==> src/rtl/counter_pkg.sv <==
// rtl/counter_pkg.sv - shared state type and schedule limits for the counter pair blocks
package counter_pkg;

    typedef enum logic [1:0] {
        IDLE,
        TOGETHER,
        CNT1,
        DONE
    } split_state_t;

    localparam int unsigned B_LIMIT_DEF = 4;
    localparam int unsigned A_LIMIT_DEF = 9;

endpackage

==> src/rtl/up_cnt4.sv <==
// rtl/up_cnt4.sv - 4-bit up counter with synchronous clear (priority) and enable
module up_cnt4 (
    input  logic       clk,
    input  logic       reset_n,
    input  logic       clr,
    input  logic       en,
    output logic [3:0] q
);

    always_ff @(posedge clk or negedge reset_n) begin
        if (!reset_n) begin
            q <= 4'd0;
        end else if (clr) begin
            q <= 4'd0;
        end else if (en) begin
            q <= q + 4'd1;
        end
    end

endmodule

==> src/rtl/counter_split.sv <==
// rtl/counter_split.sv - replays the together/single counting schedule to recover (a, b) from a total
module counter_split
    import counter_pkg::*;
#(
    parameter int unsigned B_LIMIT = B_LIMIT_DEF,
    parameter int unsigned A_LIMIT = A_LIMIT_DEF
) (
    input  logic       clk,
    input  logic       reset_n,
    input  logic       load_w,
    input  logic [3:0] d,
    input  logic       out_ready,
    output logic [3:0] a_out,
    output logic [3:0] b_out,
    output logic       out_valid,
    output logic       err,
    output logic       busy
);

    localparam logic [3:0] B_LIM = B_LIMIT[3:0];
    localparam logic [3:0] A_LIM = A_LIMIT[3:0];

    split_state_t state_q;
    logic [3:0]   target_q;
    logic [3:0]   a_q;
    logic [3:0]   b_q;
    logic         out_valid_q;
    logic         err_q;
    logic         busy_q;

    logic [4:0]   sum;
    logic         hit;
    logic         over;
    logic         b_at_lim;
    logic         a_at_lim;
    logic         cnt_clr;
    logic         en_a;
    logic         en_b;

    // 5-bit sum so a+b can never wrap back below the target
    assign sum      = {1'b0, a_q} + {1'b0, b_q};
    assign hit      = (sum == {1'b0, target_q});
    assign over     = (sum > {1'b0, target_q});
    assign b_at_lim = (b_q == B_LIM);
    assign a_at_lim = (a_q == A_LIM);
    assign cnt_clr  = (state_q == IDLE) && load_w;

    always_comb begin
        en_a = 1'b0;
        en_b = 1'b0;
        case (state_q)
            TOGETHER: begin
                if (!hit && !over) begin
                    en_a = 1'b1;
                    en_b = !b_at_lim;
                end
            end
            CNT1: begin
                if (!hit && !a_at_lim && !over) begin
                    en_a = 1'b1;
                end
            end
            default: ;
        endcase
    end

    up_cnt4 u_cnt_a (
        .clk     (clk),
        .reset_n (reset_n),
        .clr     (cnt_clr),
        .en      (en_a),
        .q       (a_q)
    );

    up_cnt4 u_cnt_b (
        .clk     (clk),
        .reset_n (reset_n),
        .clr     (cnt_clr),
        .en      (en_b),
        .q       (b_q)
    );

    always_ff @(posedge clk or negedge reset_n) begin
        if (!reset_n) begin
            state_q     <= IDLE;
            target_q    <= 4'd0;
            out_valid_q <= 1'b0;
            err_q       <= 1'b0;
            busy_q      <= 1'b0;
        end else begin
            case (state_q)
                IDLE: begin
                    if (load_w) begin
                        target_q <= d;
                        busy_q   <= 1'b1;
                        state_q  <= TOGETHER;
                    end
                end
                TOGETHER: begin
                    if (hit || over) begin
                        out_valid_q <= 1'b1;
                        err_q       <= !hit;
                        state_q     <= DONE;
                    end else if (b_at_lim) begin
                        state_q <= CNT1;
                    end
                end
                CNT1: begin
                    if (hit || a_at_lim || over) begin
                        out_valid_q <= 1'b1;
                        err_q       <= !hit;
                        state_q     <= DONE;
                    end
                end
                DONE: begin
                    if (out_ready) begin
                        out_valid_q <= 1'b0;
                        err_q       <= 1'b0;
                        busy_q      <= 1'b0;
                        state_q     <= IDLE;
                    end
                end
                default: state_q <= IDLE;
            endcase
        end
    end

    assign a_out     = a_q;
    assign b_out     = b_q;
    assign out_valid = out_valid_q;
    assign err       = err_q;
    assign busy      = busy_q;

endmodule

==> config.mk <==
export PLATFORM = sky130hd
export DESIGN_NAME = counter_split
export DESIGN_NICKNAME = d
export VERILOG_FILES = /design/src/rtl/counter_pkg.sv /design/src/rtl/up_cnt4.sv /design/src/rtl/counter_split.sv
export SDC_FILE = /design/constraint.sdc
export NUM_CORES = 1
export LEC_CHECK = 0
export CAP_MARGIN = 10
export CORE_MARGIN = 2
export CORE_UTILIZATION = 57
export DETAILED_ROUTE_END_ITERATION = 6
export GPL_TIMING_DRIVEN = 1
export PLACE_DENSITY = 0.87
export SYNTH_ARGS = -nofsm -noshare
export SYNTH_HDL_FRONTEND = slang
export SYNTH_SLANG_ARGS = --single-unit
==> constraint.sdc <==
create_clock -name clk -period 4.7 [get_ports clk]
set_input_delay 1.41 -clock clk [delete_from_list [all_inputs] [get_ports clk]]
set_output_delay 1.41 -clock clk [all_outputs]
set_load 0.01 [all_outputs]
==> flow_summary.toml <==
[status]
outcome = "finished clean"

[drt]
via_per_inst = 5.66
drtIter0Drc = 32
drt-pass1-iter-count = 4
route.antenna.remaining_nets = 0
drc_errors = 0
drt_wl_total_um = 2700
vias = 1041
wl_per_cell_um = 14.6

[setup_path]
cp-endpoint = "u_cnt_a.q[3]"
arrival_ps = 3140
reg2reg_to = "u_cnt_a.q[3]"
cp-end-kind = "flop"
critPathKind = "reg -> reg"
r2r_cells = 10
crit_path_start = "u_cnt_a.q[0]"
reg2reg_from = "u_cnt_a.q[0]"
critPathLaunchType = "flop"
crit_path_max_fanout = 7
reg2reg_slack_ps = 1780
cp.required_ps = 4920

[clock_network]
cts_hold_buf = 0
cts_tree = "done"
htreeDepth = 1
clk_latency_ps = 290
path_clk_slew_ps = 110
cts_sinks = 17
cts_buffers = 3
cts_root_buf = "clkbuf_4"
cts_buffer_depth = 2
post_cts_resized = 0
post-cts-setup-buffers = 0

[timing]
setup_viol = 0
skew_ps = 9.34
fin_setup_tns_ps = 0
slew_headroom_pct = 47.7
tightest_slew_ps = 781
maxSlewViolCount = 0
hold_viol_final = 0
fmax_mhz = 343
min_period_ps = 2920
period_share_pct = 62.1
rsz0062_at_grt = "false"

[global_routing]
antenna_found_initial = 0
grt_max_degree = 18
grt_pass1_wl_um = 4550
grt_pass1_vias = 1016
grtUsageTotal_pct = 23.3
overflow = 0

[yosys]
synth-adder-area-share_pct = 18.5
synth_simple_gate_area_share_pct = 22.5
seq_area_frac_synth_pct = 33.9
synth_top_family_by_area = "simple AND/OR/NAND/NOR gates"
synth_top_area_share_pct = 33.9
synth-seq-cells = 17
synthFlopType = "dfrtp_1"
synth_edf_count = 0
ys_warn_count = 0
async_reset_ff_share_pct = 100
ys_types = 37
yosys-top-cells-area = "dfrtp_1, ha_1, o21ai_1, inv_1, nor2_1"
avgSynthCellArea_um2 = 9.17
synthMuxAreaShare_pct = 1.59
syn_nets = 163
synth_cells = 137
synth_area_um2 = 1260
yosysTopAreaCell = "dfrtp_1"
synthXorXnorAreaFrac_pct = 2.79
synth_compound_area_share_pct = 16.2
synthTopCellsByCount = "dfrtp_1, ha_1, inv_1, nor2_1, nand2_1"

[power]
ir_worst_vdd_mv = 0.391
p_per_area_nw_per_um2 = 730
total_power_w = 0.00109
leakage_nw = 0.695

[finish]
seqCellArea_um2 = 425
final_core_util_pct = 73.6
synthToLayoutAreaGrowth_pct = 18.5
num-nets-final = 184
diodes = 0
fin_area_um2 = 1490
n_fill_cell = 162
multi_input_area_um2 = 774
drive_above_1_share_pct = 5.73

[floorplan]
die_w_um = 50.9
die_area_um2 = 2600
io_pins = 19
fp-row-count = 16
die_h_um = 50.9
core_um2 = 2020
initial_core_util_pct = 62.1

[placed_design]
io_buffers = 18
place_congestion = 0.937
dpl-instance-area_um2 = 1460
dp_hpwl_um = 2020

[hold_path]
hp-class = "reg -> reg"

[run]
max_cap_viol_count = 0
[power by group]
part | internal (W) | switching (W) | total [W]
clock network | 0.0000330 | 0.0000496 | 0.0000826
registers | 0.000209 | 0.0000592 | 0.000268
logic | 0.000331 | 0.000406 | 0.000737
total | 0.000573 | 0.000515 | 0.00109
[cells in the final DEF (no fill, tap or decap), types with 4 or more instances in the layout]
master / netlist / routed
dfrtp_1: 17 / 17
xnor2_1: 4 / 4
nand2b_1: 5 / 5
ha_1: 17 / 17
nor2_1: 13 / 13
inv_1: 13 / 13
a21oi_1: 7 / 7
nand2_1: 12 / 12
clkdlybuf4s50_1: 0 / 18
o21ai_1: 10 / 10
[critical path: stages, from the launching register on]
cell and delay (ps):
dfrtp_1 510, ha_1 220, inv_1 60, fa_1 390, xnor2_1 220, ha_1 290
nand3_1 130, o21a_2 190, nand4_4 150, or4_1 510, a21oi_1 180
[routing by layer]
layer / vias up / share of wire [%] / global-route usage [%]
met2: 24 / 49 / 42.0
met1: 496 / 46 / 29.9
li1: 519 / - / -
met3: 2 / 3.7 / 2.92
met5: - / 0 / 0
met4: 0 / 0.37 / 4.05
[flip-flops by register name (all words and copies together), names as in the netlist]
signal and flops:
target_q 4, u_cnt_a.q 4, u_cnt_b.q 4, state_q 2
busy 1, err 1, out_valid 1
[final cells by class]
type,instances,area share (%)
clock buffers,4,1.76
inverters,13,3.28
multi-input cells,105,52.0
flip-flops and latches,17,28.6
well taps,27,2.27
repair buffers,18,12.1
[how the worst min path moves through the flow]
stage	to	cells past startpoint	slack [ps]	from
floorplan	target_q[0]	2	450	target_q[0]
global placement	out_valid	2	470	out_valid
detailed placement	target_q[0]	2	470	target_q[0]
CTS	target_q[0]	2	500	target_q[0]
global route	target_q[0]	2	540	target_q[0]
finish	target_q[0]	2	490	target_q[0]
[metrics by stage]
step | instances | setup slack, ps | hold WS (ps)
6_report | 184 | 1780 | 495
5_1_grt | 184 | 1650 | 539
4_1_cts | 184 | 1810 | 498
3_5_place_dp | 180 | 1840 | 474
3_3_place_gp | 180 | 1860 | 471
2_1_floorplan | 137 | 2140 | 452
[cells by family (layout without fill, tap and decap cells)]
family / Yosys count / in the layout
adder cells (fa/ha/maj): 18 / 18
AND/OR/NAND/NOR: 50 / 50
flip-flops: 17 / 17
AO/OA/AOI/OAI: 31 / 31
multiplexers: 2 / 2
buffers and inverters: 15 / 35
XOR/XNOR: 4 / 4
(Power assumes the default switching activity.)
